`config.mk`:
```
export PLATFORM = sky130hd
export DESIGN_NAME = seq_piso_serializer_flat
export DESIGN_NICKNAME = d
export VERILOG_FILES = /design/src/rtl/seq_piso_serializer_if.sv /design/src/rtl/seq_piso_serializer.sv /design/src/flat_wrapper.sv
export SDC_FILE = /design/constraint.sdc
export NUM_CORES = 1
export LEC_CHECK = 0
export ABC_AREA = 1
export BUFFER_PORTS_ARGS = -buffer_cell sky130_fd_sc_hd__buf_4
export CORE_ASPECT_RATIO = 1.1
export CORE_MARGIN = 2
export CORE_UTILIZATION = 55
export CTS_BUF_LIST = sky130_fd_sc_hd__clkbuf_16
export DETAILED_ROUTE_END_ITERATION = 6
export PLACE_DENSITY = 0.81
export SKIP_LAST_GASP = 1
export SYNTH_ARGS = -nofsm -noshare
export SYNTH_HDL_FRONTEND = slang
export SYNTH_SLANG_ARGS = --single-unit
```
`constraint.sdc`:
```
create_clock -name clk -period 1.8 [get_ports clk]
set_input_delay 0.36 -clock clk [delete_from_list [all_inputs] [get_ports clk]]
set_output_delay 0.36 -clock clk [all_outputs]
set_load 0.01 [all_outputs]
```
`src/rtl/seq_piso_serializer_if.sv`:
```
// Word-input handshake plus serial-output bundle for the PISO feeder.
// The master side produces words; the slave side is the serializer.
interface seq_piso_serializer_if #(
    parameter int unsigned WIDTH = 8
);
    logic [WIDTH-1:0] din;
    logic             din_valid;
    logic             din_ready;
    logic             ser_out;
    logic             ser_valid;
    logic [1:0]       fifo_level;

    modport master (
        output din, din_valid,
        input  din_ready, ser_out, ser_valid, fifo_level
    );

    modport slave (
        input  din, din_valid,
        output din_ready, ser_out, ser_valid, fifo_level
    );
endinterface

```
`src/rtl/seq_piso_serializer.sv`:
```
// Parallel-in/serial-out feeder: 2-word FIFO in front of a shift register,
// streaming words one bit per clock with no gap between consecutive words.
module seq_piso_serializer #(
    parameter int unsigned WIDTH     = 8,
    parameter bit          MSB_FIRST = 1'b1,
    parameter bit          IDLE_BIT  = 1'b0
) (
    input logic                  clk,
    input logic                  rst,
    seq_piso_serializer_if.slave bus
);
    localparam int unsigned     RemW    = $clog2(WIDTH + 1);
    localparam logic [RemW-1:0] RemOne  = RemW'(1);
    localparam logic [RemW-1:0] RemFull = RemW'(WIDTH);

    logic [WIDTH-1:0] fifo_q [2];
    logic             wr_ptr_q;
    logic             rd_ptr_q;
    logic [1:0]       level_q;
    logic [WIDTH-1:0] shreg_q;
    logic [RemW-1:0]  rem_q;
    logic             ser_out_q;
    logic             ser_valid_q;

    logic             push;
    logic             pop;
    logic [WIDTH-1:0] head;

    assign bus.din_ready  = (level_q < 2'd2) && rst;
    assign bus.ser_out    = ser_out_q;
    assign bus.ser_valid  = ser_valid_q;
    assign bus.fifo_level = level_q;

    assign push = bus.din_valid && bus.din_ready;
    // Pop uses the pre-edge level, so a word pushed into an empty FIFO waits one cycle.
    assign pop  = (rem_q <= RemOne) && (level_q != 2'd0);
    assign head = fifo_q[rd_ptr_q];

    always_ff @(posedge clk or negedge rst) begin
        if (!rst) begin
            fifo_q[0]   <= '0;
            fifo_q[1]   <= '0;
            wr_ptr_q    <= 1'b0;
            rd_ptr_q    <= 1'b0;
            level_q     <= 2'd0;
            shreg_q     <= '0;
            rem_q       <= '0;
            ser_out_q   <= IDLE_BIT;
            ser_valid_q <= 1'b0;
        end else begin
            if (push) begin
                fifo_q[wr_ptr_q] <= bus.din;
                wr_ptr_q         <= ~wr_ptr_q;
            end
            if (pop) begin
                rd_ptr_q <= ~rd_ptr_q;
            end
            if (push && !pop) begin
                level_q <= level_q + 2'd1;
            end else if (!push && pop) begin
                level_q <= level_q - 2'd1;
            end

            if (rem_q > RemOne) begin
                rem_q <= rem_q - RemOne;
                if (MSB_FIRST) begin
                    shreg_q   <= {shreg_q[WIDTH-2:0], 1'b0};
                    ser_out_q <= shreg_q[WIDTH-2];
                end else begin
                    shreg_q   <= {1'b0, shreg_q[WIDTH-1:1]};
                    ser_out_q <= shreg_q[1];
                end
            end else if (pop) begin
                shreg_q     <= head;
                rem_q       <= RemFull;
                ser_valid_q <= 1'b1;
                ser_out_q   <= MSB_FIRST ? head[WIDTH-1] : head[0];
            end else begin
                rem_q       <= '0;
                ser_valid_q <= 1'b0;
                ser_out_q   <= IDLE_BIT;
            end
        end
    end
endmodule

```
`src/flat_wrapper.sv`:
```
// flat-port wrapper written by rule: the top's interface ports become plain ports
module seq_piso_serializer_flat 
#(
    parameter int unsigned WIDTH     = 8,
    parameter bit          MSB_FIRST = 1'b1,
    parameter bit          IDLE_BIT  = 1'b0
)
  (clk, rst, bus_din, bus_din_valid, bus_din_ready, bus_ser_out, bus_ser_valid, bus_fifo_level);
  seq_piso_serializer_if #(.WIDTH(WIDTH)) bus_i ();
  input logic clk;
  input logic rst;
  input wire logic [$bits(bus_i.din)-1:0] bus_din;
  input wire logic [$bits(bus_i.din_valid)-1:0] bus_din_valid;
  output wire logic [$bits(bus_i.din_ready)-1:0] bus_din_ready;
  output wire logic [$bits(bus_i.ser_out)-1:0] bus_ser_out;
  output wire logic [$bits(bus_i.ser_valid)-1:0] bus_ser_valid;
  output wire logic [$bits(bus_i.fifo_level)-1:0] bus_fifo_level;
  assign bus_i.din = bus_din;
  assign bus_i.din_valid = bus_din_valid;
  assign bus_din_ready = bus_i.din_ready;
  assign bus_ser_out = bus_i.ser_out;
  assign bus_ser_valid = bus_i.ser_valid;
  assign bus_fifo_level = bus_i.fifo_level;
  seq_piso_serializer #(.WIDTH(WIDTH), .MSB_FIRST(MSB_FIRST), .IDLE_BIT(IDLE_BIT)) u_core (.clk(clk), .rst(rst), .bus(bus_i));
endmodule
```
* Word-level counts from Yosys, hierarchy flattened *
Cells that the tools add are included.

cells by class
  multiplexer cells = 15
  add/subtract/negate cells = 3
  reduce and logical (&&, ||, !) cells = 11
  bitwise logic cells = 4
  $lt $le $gt $ge = 6

operators by type and width
  cell                                                                              count
  8-bit 2-to-1 mux                                                                  4
  16-bit bitwise mux                                                                1
  7-bit 2-to-1 mux                                                                  2
  8-bit demux with 1-bit select                                                     1
  4-bit 2-to-1 mux                                                                  2
  1-bit logical AND                                                                 6
  2-bit nonzero test                                                                3
  2-bit greater-or-equal comparator (second input constant)                         2
  4-bit by 1-bit greater-than comparator with 1-bit output (second input constant)  1
  4-bit by 1-bit <= comparator with 1-bit output (second input constant)            1
  2-bit 2-to-1 mux                                                                  2
  1-bit NOT with 2-bit output                                                       2
  4-bit by 1-bit subtractor with 4-bit output (second input constant)               1
  1-bit 2-to-1 mux                                                                  3
  2-bit by 1-bit adder with 2-bit output (second input constant)                    1
  1-bit logical NOT                                                                 2
  2-bit by 1-bit < comparator with 1-bit output (second input constant)             1
  2-bit < comparator (second input constant)                                        1
  1-bit NOT                                                                         2
  2-bit by 1-bit subtractor with 2-bit output (second input constant)               1

storage, ports and cells
  bits of input ports = 11
  bits in registers = 33
  output and inout bits = 5

* Depth between registers and ports, before layout *
Gate-level depths: netlist (run 1).

  word-level depth = 7
  depth in mapped cells = 10
  gate-level depth less buffers = 10

* Worst setup path after synthesis (run 1) *
Ideal clock, no wire load.

  path type = register -> register
  from = register u_core.rem_q[0]
  to = register u_core.level_q[1] (netlist: u_core.bus.fifo_level[1])
  data arrival time = 1.518 ns
  cell stages (with the launch flop) = 10
  required time = 1.682 ns
  path slack = 0.165 ns
  buffers on the path = 0
  cell sequence = dfrtp_1 inv_1 ha_1 nor2_1 nor2_1 nand2_1 ha_1 or2_2 nand4_1 nand2_1

between the ends
  longest elaborated chain between the ends = 5
  elaborated cells between the ends (all ways) = 7
  those cells by class = order compare: 1; mux: 1; reduce/logical: 5

ends and longest elaborated chain
  element                                                        line                       RTL
  start, declared                                                seq_piso_serializer.sv:21  logic [RemW-1:0] rem_q;
  start signal, assigned                                         seq_piso_serializer.sv:65  rem_q <= rem_q - RemOne;
  start signal, assigned                                         seq_piso_serializer.sv:75  rem_q <= RemFull;
  4-bit by 1-bit <= comparator with 1-bit output (*)             seq_piso_serializer.sv:36  assign pop = (rem_q <= RemOne) && (level_q != 2'd0);
  1-bit logical AND (*)                                          seq_piso_serializer.sv:36
  1-bit logical NOT                                              seq_piso_serializer.sv:58  if (push && !pop) begin
  1-bit logical AND                                              seq_piso_serializer.sv:58
  2-bit 2-to-1 mux / 2-bit nonzero test (equally long branches)  n/a
  end signal, assigned                                           seq_piso_serializer.sv:59  level_q <= level_q + 2'd1;
  end signal, assigned                                           seq_piso_serializer.sv:61  level_q <= level_q - 2'd1;
  end, declared                                                  seq_piso_serializer.sv:19  logic [1:0] level_q;

Mark *: on every way between the ends. The rest lies on a longest branch, timed or not.
A chain may end at the register's enable or synchronous reset.

* Worst setup path in the final report (run 1) *
Ends and elaborated chain as after synthesis.

==> results of run 1 <==
[through the flow]
stage          std cells  util (%)  setup TNS, ps  hold WS, ps  cell area [µm²]
6_report             239      71.2              0          105             1980
5_1_grt              239      71.2          -18.7          142             1980
4_1_cts              237      69.7              0          120             1940
3_5_place_dp         229      63.5          -24.0          418             1760
3_3_place_gp         229      63.5              0          410             1760
2_1_floorplan        181         -              0         64.4             1610
[path summary, 6_finish.rpt]
check	slack (ps)	endpoint
worst max-delay path	50	u_core.bus.fifo_level[1]
worst max register to register	50	u_core.bus.fifo_level[1]
worst min register to register	480	u_core.bus.ser_valid
worst min-delay path	100	u_core.bus.fifo_level[1]
min in group clk	360	u_core.fifo_q[9]
max in group asynchronous	1400	u_core.fifo_q[6]
[area by class of cell]
cell class / count / area, µm² / share of cell area [%]
Clock buffer: 5 / 125 / 6.33
Multi-Input combinational cell: 124 / 706 / 35.7
Clock inverter: 3 / 46.3 / 2.34
Inverter: 20 / 75.1 / 3.80
Sequential cell: 33 / 826 / 41.8
Tap cell: 33 / 41.3 / 2.09
Timing Repair Buffer: 21 / 158 / 7.97
[registers in the layout, summed over array words and instances, names as in the netlist]
register / cells
u_core.bus.fifo_level: 2
u_core.rem_q: 4
u_core.shreg_q: 7
u_core.bus.ser_out: 1
u_core.rd_ptr_q: 1
u_core.bus.ser_valid: 1
u_core.wr_ptr_q: 1
u_core.fifo_q: 16
[report_power, final]
group	total, µW	leakage [µW]	switching, µW	internal [µW]
clock	977	0.0000800	323	654
combinational	1490	0.000548	889	604
sequential	1350	0.000416	265	1090
total	3820	0.00104	1480	2340
[cell usage in the layout, fill, tap and decap left out, drive strengths merged]
| cell | count |
|---|---|
| ha | 3 |
| nor2 | 8 |
| clkinv | 2 |
| dfrtp | 33 |
| bufinv | 1 |
| o21ai | 16 |
| nand3 | 17 |
| inv | 19 |
| a21oi | 1 |
| clkinvlp | 1 |
| xnor2 | 1 |
| or2 | 2 |
| nand4 | 8 |
| nand2 | 67 |
| clkbuf | 5 |
| nand3b | 1 |
| buf | 21 |
[metal layers]
layer  up-vias  track usage [%]
met4         0             11.1
met1       621             25.2
li1        625                -
met2        29             37.1
met5         -                0
met3         9             7.25
[timing repair]
item                       4_1_cts  5_1_grt
hold endpoints to repair         0        0
resized for setup                2        7
setup buffers                    0        2
setup endpoints to repair        1        1
pin swaps                        1        5
[kinds of logic after synthesis]
group | after synthesis | synth area share (%)
xor gates and xnor gates | 1 | 0.544
buffers and inverters | 24 | 6.68
and+or+nand+nor | 103 | 30.2
AOI/OAI and AO/OA | 17 | 9.01
adders and majority gates | 3 | 2.33
DFF | 33 | 51.2
==> flow_summary.toml, run 1 <==
[logic_synthesis]
synth_edf_count = 0
yosys.cell_count.top_type = "nand2_1"
ys_types = 20
synth_warnings = 0
syn_area_per_cell_um2 = 8.90
async_flop_share_pct = 100
synth_nets = 195
syn_inst = 181
synth.area.top_cells = "dfrtp_1 (51%), nand2_1 (15%), o21ai_2 (8.7%)"
synth.largest_area_cell = "dfrtp_1"
synth-seq-cells = 33
yosys.area.top_type_share_pct = 51.2
syn_area_um2 = 1610
synthTopCellsByCount = "nand2_1 (66), dfrtp_1 (33), inv_1 (18)"
synthFlopType = "dfrtp_1"
seq_area_frac_synth_pct = 51.2

[die]
row_count = 20
die_y_um = 60.8
core_region_area_um2 = 2780
dieArea_um2 = 3380
ios = 16
start_util_pct = 58.0
fp.dieW_um = 55.6

[clock_tree]
cts_max_level = 2
cts.sinks = 33
cts_tree = "done"
clock_latency_ps = 280
root_buffer = "clkbuf_16"
hold_buffers = 0
path_clk_slew_ps = 60
clockBufferDepth = 2
numCtsBuffers = 5

[route]
drc = 0
vias = 1284
wl_per_cell_um = 13.6
dr.pass1.iters = 4
top_layer = "met4"
wl_met3_um = 108
met1Wirelength_mm = 1.36
ant_nets = 0
drtIter0Drc = 40
wirelength_mm = 3.26
met2_wirelength_mm = 1.70
viasPerCell = 5.37

[setup_path]
crit_path_top_delay_cell = "dfrtp_1"
path_cells = "inv_2, ha_4, nor2_2, nor2_2, nand2_2, ha_2, or2_2, nand3_2, nand2_1, nand2_1"
cpPeakStageDelay_ps = 400
path_depth = 10
crit_fanout = 3
required_ps = 2010
reg2reg_depth = 10
arrival_ps = 1960
start_kind = "flop"
startpoint = "u_core.rem_q[0]"
critPathTopFamily = "simple AND/OR/NAND/NOR gates"
r2r-start = "u_core.rem_q[0]"
crit_type = "flop to flop"
path_buf_inv = 1
endpoint_kind = "flop"

[job]
cap_violations = 0

[global_routing]
grt_max_degree = 34
grt_pass1_vias = 1232
grt_use_total_pct = 21.8
grt_pass1_wl_mm = 5.49
antenna_found_initial = 0
gr-total-overflow = 0

[power]
leakage_uw = 0.00104
power_density_nw_per_um2 = 1930
power_uw = 3820
ir_drop_mv = 1.37

[timing]
slew_headroom_pct = 73.1
worst_pin_slew_ps = 403
setup_viol = 0
timing.final.crit_share_pct = 97.0
hold_viol = 0
maxSlewViolCount = 0
layout_setup_ws_ps = 54.7
fmax_mhz = 573
finClkSkew_ps = 6.57
fin_crit_ps = 1750

[layout]
syn_to_final_growth_pct = 22.7
fillCellCount = 205
drive_above_1_share_pct = 30.1
antenna_cells = 0
finalNetCount = 219

[place]
gp_congestion = 0.790
port_buffers = 15
place_ws_ps = -24.0
dp_hpwl_mm = 2.08

[hold_path]
hold_class = "input port to async pin"

[outcome]
outcome = "completed"
Power figures use the tool's default switching activity.
==> inputs of run 2 (changes only) <==
--- a/config.mk
+++ b/config.mk
@@ -7,6 +7,7 @@
 export LEC_CHECK = 0
 export ABC_AREA = 1
 export BUFFER_PORTS_ARGS = -buffer_cell sky130_fd_sc_hd__buf_4
+export CAP_MARGIN = 0
 export CORE_ASPECT_RATIO = 1.1
 export CORE_MARGIN = 2
 export CORE_UTILIZATION = 55
==> constraint.sdc (replaced) <==
create_clock -name clk -period 1.7 [get_ports clk]
set_input_delay 0.34 -clock clk [delete_from_list [all_inputs] [get_ports clk]]
set_output_delay 0.34 -clock clk [all_outputs]
set_load 0.01 [all_outputs]
==> flow_summary.toml, run 2 (synthesized netlist as in run 1, its figures left out) <==
[layout]
top_regs = "u_core.fifo_q (16), u_core.shreg_q (7), u_core.rem_q (4)"
mostFrequentLayoutCell = "nand2_1"
seq_area_um2 = 826
drive_above_1_share_pct = 32.4
final_util_pct = 72.3
syn_to_final_growth_pct = 24.7
antenna_cells = 0
largest_reg_flops = 16
finalNetCount = 226
multi_input_area_um2 = 713
regMostFlops = "u_core.fifo_q"
fillCellCount = 203
final_cell_mix = "nand2_1 (66), dfrtp_1 (33), buf_4 (28), inv_1 (16), o21ai_2 (16)"

[die]
die_y_um = 60.8
row_count = 20
core_region_area_um2 = 2780
ios = 16
start_util_pct = 58.0
dieArea_um2 = 3380
fp.dieW_um = 55.6

[route]
wirelength_mm = 3.38
viasPerCell = 5.28
vias = 1299
drtIter0Drc = 64
dr.pass1.iters = 4
wl_per_cell_um = 13.7
drc = 0
ant_nets = 0

[job]
cap_violations = 0

[clock_tree]
clockBufferDepth = 2
numCtsBuffers = 5
cts_tree = "done"
cts.sinks = 33
cts_max_level = 2
clock_latency_ps = 270
root_buffer = "clkbuf_16"
path_clk_slew_ps = 50

[timing]
setup-tns-final_ps = 0
timing.hold.ws_ps = 92.6
maxSlewViolCount = 0
hold_viol = 0
setup_viol = 0
finClkSkew_ps = 3.29
fin_crit_ps = 1620
slew_headroom_pct = 72.4
worst_pin_slew_ps = 414
fmax_mhz = 617
timing.final.crit_share_pct = 95.3

[power]
power_uw = 4040
leakage_uw = 0.00106
power_density_nw_per_um2 = 2010
ir_drop_mv = 1.37

[place]
port_buffers = 15
dp_hpwl_mm = 2.17
gp_congestion = 0.791

[global_routing]
grt_pass1_wl_mm = 5.75
groute.layer.met1.usage_pct = 24.8
grt_max_degree = 34
use_met3_pct = 7.25
grt_use_total_pct = 22.6
grt_pass1_vias = 1268
gr-total-overflow = 0
gr-usage-met2_pct = 42.7
antenna_found_initial = 0
grt_busiest_layer = "met2"

[setup_path]
endpoint_kind = "flop"
start_kind = "flop"
r2r_setup_slack_ps = 80
required_ps = 1910
crit_type = "flop to flop"
r2r-start = "u_core.rem_q[0]"
reg2reg_depth = 10
crit_fanout = 3
arrival_ps = 1830
rr_endpoint = "u_core.bus.fifo_level[1]"

[outcome]
outcome = "completed"

[hold_path]
hold_class = "input port to async pin"
[run 2: worst max-delay path by stage]
stage / startpoint / to / slack (ps)
6_report: u_core.rem_q[0] / u_core.bus.fifo_level[1] / 80
5_1_grt: u_core.rem_q[0] / u_core.bus.fifo_level[1] / -20
4_1_cts: u_core.rem_q[0] / u_core.bus.fifo_level[1] / 0.1
3_5_place_dp: u_core.rem_q[0] / u_core.bus.fifo_level[1] / -50
3_3_place_gp: u_core.rem_q[0] / u_core.bus.fifo_level[1] / 60
2_1_floorplan: u_core.rem_q[0] / u_core.bus.fifo_level[1] / 60
[run 2: through the flow]
step | worst slack, ps | cells | cell area [µm²]
2_1_floorplan | 64.6 | 181 | 1610
3_3_place_gp | 56.0 | 233 | 1790
3_5_place_dp | -54.7 | 233 | 1790
4_1_cts | 0.150 | 243 | 1950
5_1_grt | -24.8 | 246 | 2010
6_report | 80.2 | 246 | 2010
[run 2: critical path, stage by stage (launching register included)]
cell	delay [ps]
dfrtp_1	390
buf_4	120
ha_2	190
nor2_4	40
nor2_2	110
nand2_1	80
ha_2	190
or2_4	250
nand3_2	50
nand2_1	50
nand2_1	70
[run 2: final cells by class]
cell class / instances / share of cell area (%)
Timing Repair Buffer: 28 / 10.5
Sequential cell: 33 / 41.1
Clock buffer: 5 / 6.23
Multi-Input combinational cell: 124 / 35.5
Tap cell: 33 / 2.05
Clock inverter: 3 / 0.747
Inverter: 20 / 3.92
[run 2: what timing repair did]
item                       4_1_cts  5_1_grt
buffers inserted                 2        3
gates resized for setup          3       10
hold buffers                     0        0
setup endpoints to repair        1        4
pin swaps                        2        4
[run 2: per-layer routing]
layer | part of all wire [%] | up-vias
li1 | - | 640
met4 | 1.3 | 0
met3 | 4.7 | 6
met5 | 0 | -
met1 | 41 | 615
met2 | 53 | 38
[run 2: power by group]
part | leakage, µW | switching [µW] | internal, µW | total [µW]
combinational | 0.000574 | 1020 | 782 | 1800
clock | 0.0000724 | 312 | 530 | 842
sequential | 0.000416 | 248 | 1150 | 1400
==> inputs of run 3 (changes only) <==
--- a/config.mk
+++ b/config.mk
@@ -10,10 +10,10 @@
 export CAP_MARGIN = 0
 export CORE_ASPECT_RATIO = 1.1
 export CORE_MARGIN = 2
-export CORE_UTILIZATION = 55
+export CORE_UTILIZATION = 30
 export CTS_BUF_LIST = sky130_fd_sc_hd__clkbuf_16
 export DETAILED_ROUTE_END_ITERATION = 6
-export PLACE_DENSITY = 0.81
+export PLACE_DENSITY = 0.52
 export SKIP_LAST_GASP = 1
 export SYNTH_ARGS = -nofsm -noshare
 export SYNTH_HDL_FRONTEND = slang
==> flow_summary.toml, run 3 (synthesized netlist as in run 1, its figures left out) <==
[global_routing]
grt_max_degree = 34
antenna_found_initial = 0
grt_pass1_vias = 1213
gr-total-overflow = 0
grt_pass1_wl_mm = 5.62
grt_use_total_pct = 12.5

[place]
dp_hpwl_mm = 2.12
gp_congestion = 0.689
port_buffers = 15
placedCellCount = 276
placed_area_um2 = 1870
place_ws_ps = 11.3

[route]
dr.pass1.iters = 2
drc = 0
wl_per_cell_um = 11.3
ant_nets = 0
drtIter0Drc = 55
wirelength_mm = 3.22
viasPerCell = 4.31
vias = 1225

[timing]
setup_viol = 0
fin_crit_ps = 1580
finClkSkew_ps = 2.16
setup-tns-final_ps = 0
hold_viol = 0
layout_setup_ws_ps = 121
fmax_mhz = 633
maxSlewViolCount = 0
worst_pin_slew_ps = 427
timing.final.crit_share_pct = 92.9
slew_headroom_pct = 71.6

[clock_tree]
clock_latency_ps = 270
cts_max_level = 2
clockBufferDepth = 2
cts.sinks = 33
path_clk_slew_ps = 50
cts_tree = "done"
root_buffer = "clkbuf_16"
numCtsBuffers = 5

[setup_path]
crit_fanout = 4
cpPeakStageDelay_ps = 370
path_common_cell = "nand2_1"
endpoint_kind = "flop"
arrival_ps = 1790
path_cells = "inv_2, ha_1, nor2_2, nor2_1, nand2_1, ha_4, or2_4, nand3_2, nand2_1, nand2_1"
start_kind = "flop"
crit_path_top_delay_cell = "dfrtp_1"
required_ps = 1910
crit_type = "flop to flop"

[layout]
mostFrequentLayoutCell = "nand2_1"
antenna_cells = 0
syn_to_final_growth_pct = 26.9
fillCellCount = 525
top_regs = "u_core.fifo_q (16), u_core.shreg_q (7), u_core.rem_q (4)"
largest_reg_flops = 16
final_util_pct = 40.1
regMostFlops = "u_core.fifo_q"
stdcell_count = 284
final_cell_mix = "nand2_1 (66), dfrtp_1 (33), buf_4 (27), inv_1 (16), o21ai_2 (16)"
finalNetCount = 225
design_area_um2 = 2040
drive_above_1_share_pct = 30.2

[power]
power_density_nw_per_um2 = 1930
p_sw_uw = 1490
p_clk_share_pct = 21.1
ir_drop_mv = 0.727
combPwrFrac_pct = 43.7
netSwitchingFraction_pct = 37.9
leakage_uw = 0.00106
internal_power_uw = 2450
seqPwrFrac_pct = 35.2

[hold_path]
hold_class = "input port to async pin"

[die]
start_util_pct = 31.6
dieArea_um2 = 5970
core_region_area_um2 = 5100
row_count = 27
die_y_um = 80.9
fp.dieW_um = 73.9
ios = 16

[outcome]
outcome = "completed"

[job]
cap_violations = 0
run 3: cell types whose count changed in the layout (fill, tap and decap cells not counted):
cell | previous run | this run
nor2_1 | 3 | 4
clkinv_1 | 1 | 3
ha_2 | 2 | 0
clkinvlp_4 | 2 | 0
ha_1 | 0 | 1
ha_4 | 1 | 2
inv_2 | 4 | 3
nor2_4 | 3 | 2
clkinv_2 | 0 | 1
buf_4 | 28 | 27
run 3: what timing repair did:
action,in CTS,in global routing
gates resized for setup,0,9
setup buffers,0,0
endpoints found under the setup margin,1,1
hold buffers,0,0
pin swaps,1,6
run 3: final timing paths:
| kind | startpoint | slack [ps] | cells past startpoint | end |
|---|---|---|---|---|
| max in group asynchronous | rst | 1290 | 2 | u_core.fifo_q[5] |
| setup / recovery | u_core.rem_q[1] | 120 | 10 | u_core.bus.fifo_level[1] |
| hold reg to reg | u_core.bus.ser_valid | 470 | 2 | u_core.bus.ser_valid |
| min in group clk | bus_din[3] | 340 | 3 | u_core.fifo_q[11] |
| hold / removal | rst | 100 | 2 | u_core.bus.fifo_level[0] |
| setup reg to reg | u_core.rem_q[1] | 120 | 10 | u_core.bus.fifo_level[1] |
run 3: critical path, delay by kind of cell, from the launching register on:
| kind | cells | cell delay, ps |
|---|---|---|
| fa+ha+maj | 2 | 350 |
| buf+inv | 1 | 100 |
| flops | 1 | 370 |
| simple gates | 7 | 710 |
run 3: through the flow:
step | total power (µW) | hold WS (ps)
after floorplan | 2440 | 44.4
after global placement | 3020 | 420
after detailed placement | 3030 | 412
after CTS | 3890 | 121
after global routing | 4330 | 142
final | 3940 | 100
run 3: layer usage:
metal	routed length, µm	vias to the layer above	global-route usage [%]
li1	-	639	-
met2	1530	14	18.8
met3	100	5	4.09
met5	0	-	0
met1	1540	567	16.6
met4	48	0	4.91
run 3: final cells by class:
cell class | instances | area (µm²) | share of cell area (%)
clock inverters | 3 | 12.5 | 0.612
inverters | 20 | 75.1 | 3.67
well taps | 72 | 90.1 | 4.41
clock buffers | 5 | 125 | 6.12
repair buffers | 27 | 203 | 9.91
multi-input cells | 124 | 713 | 34.9
flip-flops and latches | 33 | 826 | 40.4
run 3: power groups by stage:
stage | clock (µW) | combinational, µW | sequential, µW
6_report | 833 | 1720 | 1390
3_3_place_gp | 0 | 1630 | 1390
5_1_grt | 900 | 1990 | 1440
3_5_place_dp | 0 | 1640 | 1390
2_1_floorplan | 0 | 1080 | 1370
4_1_cts | 861 | 1650 | 1390
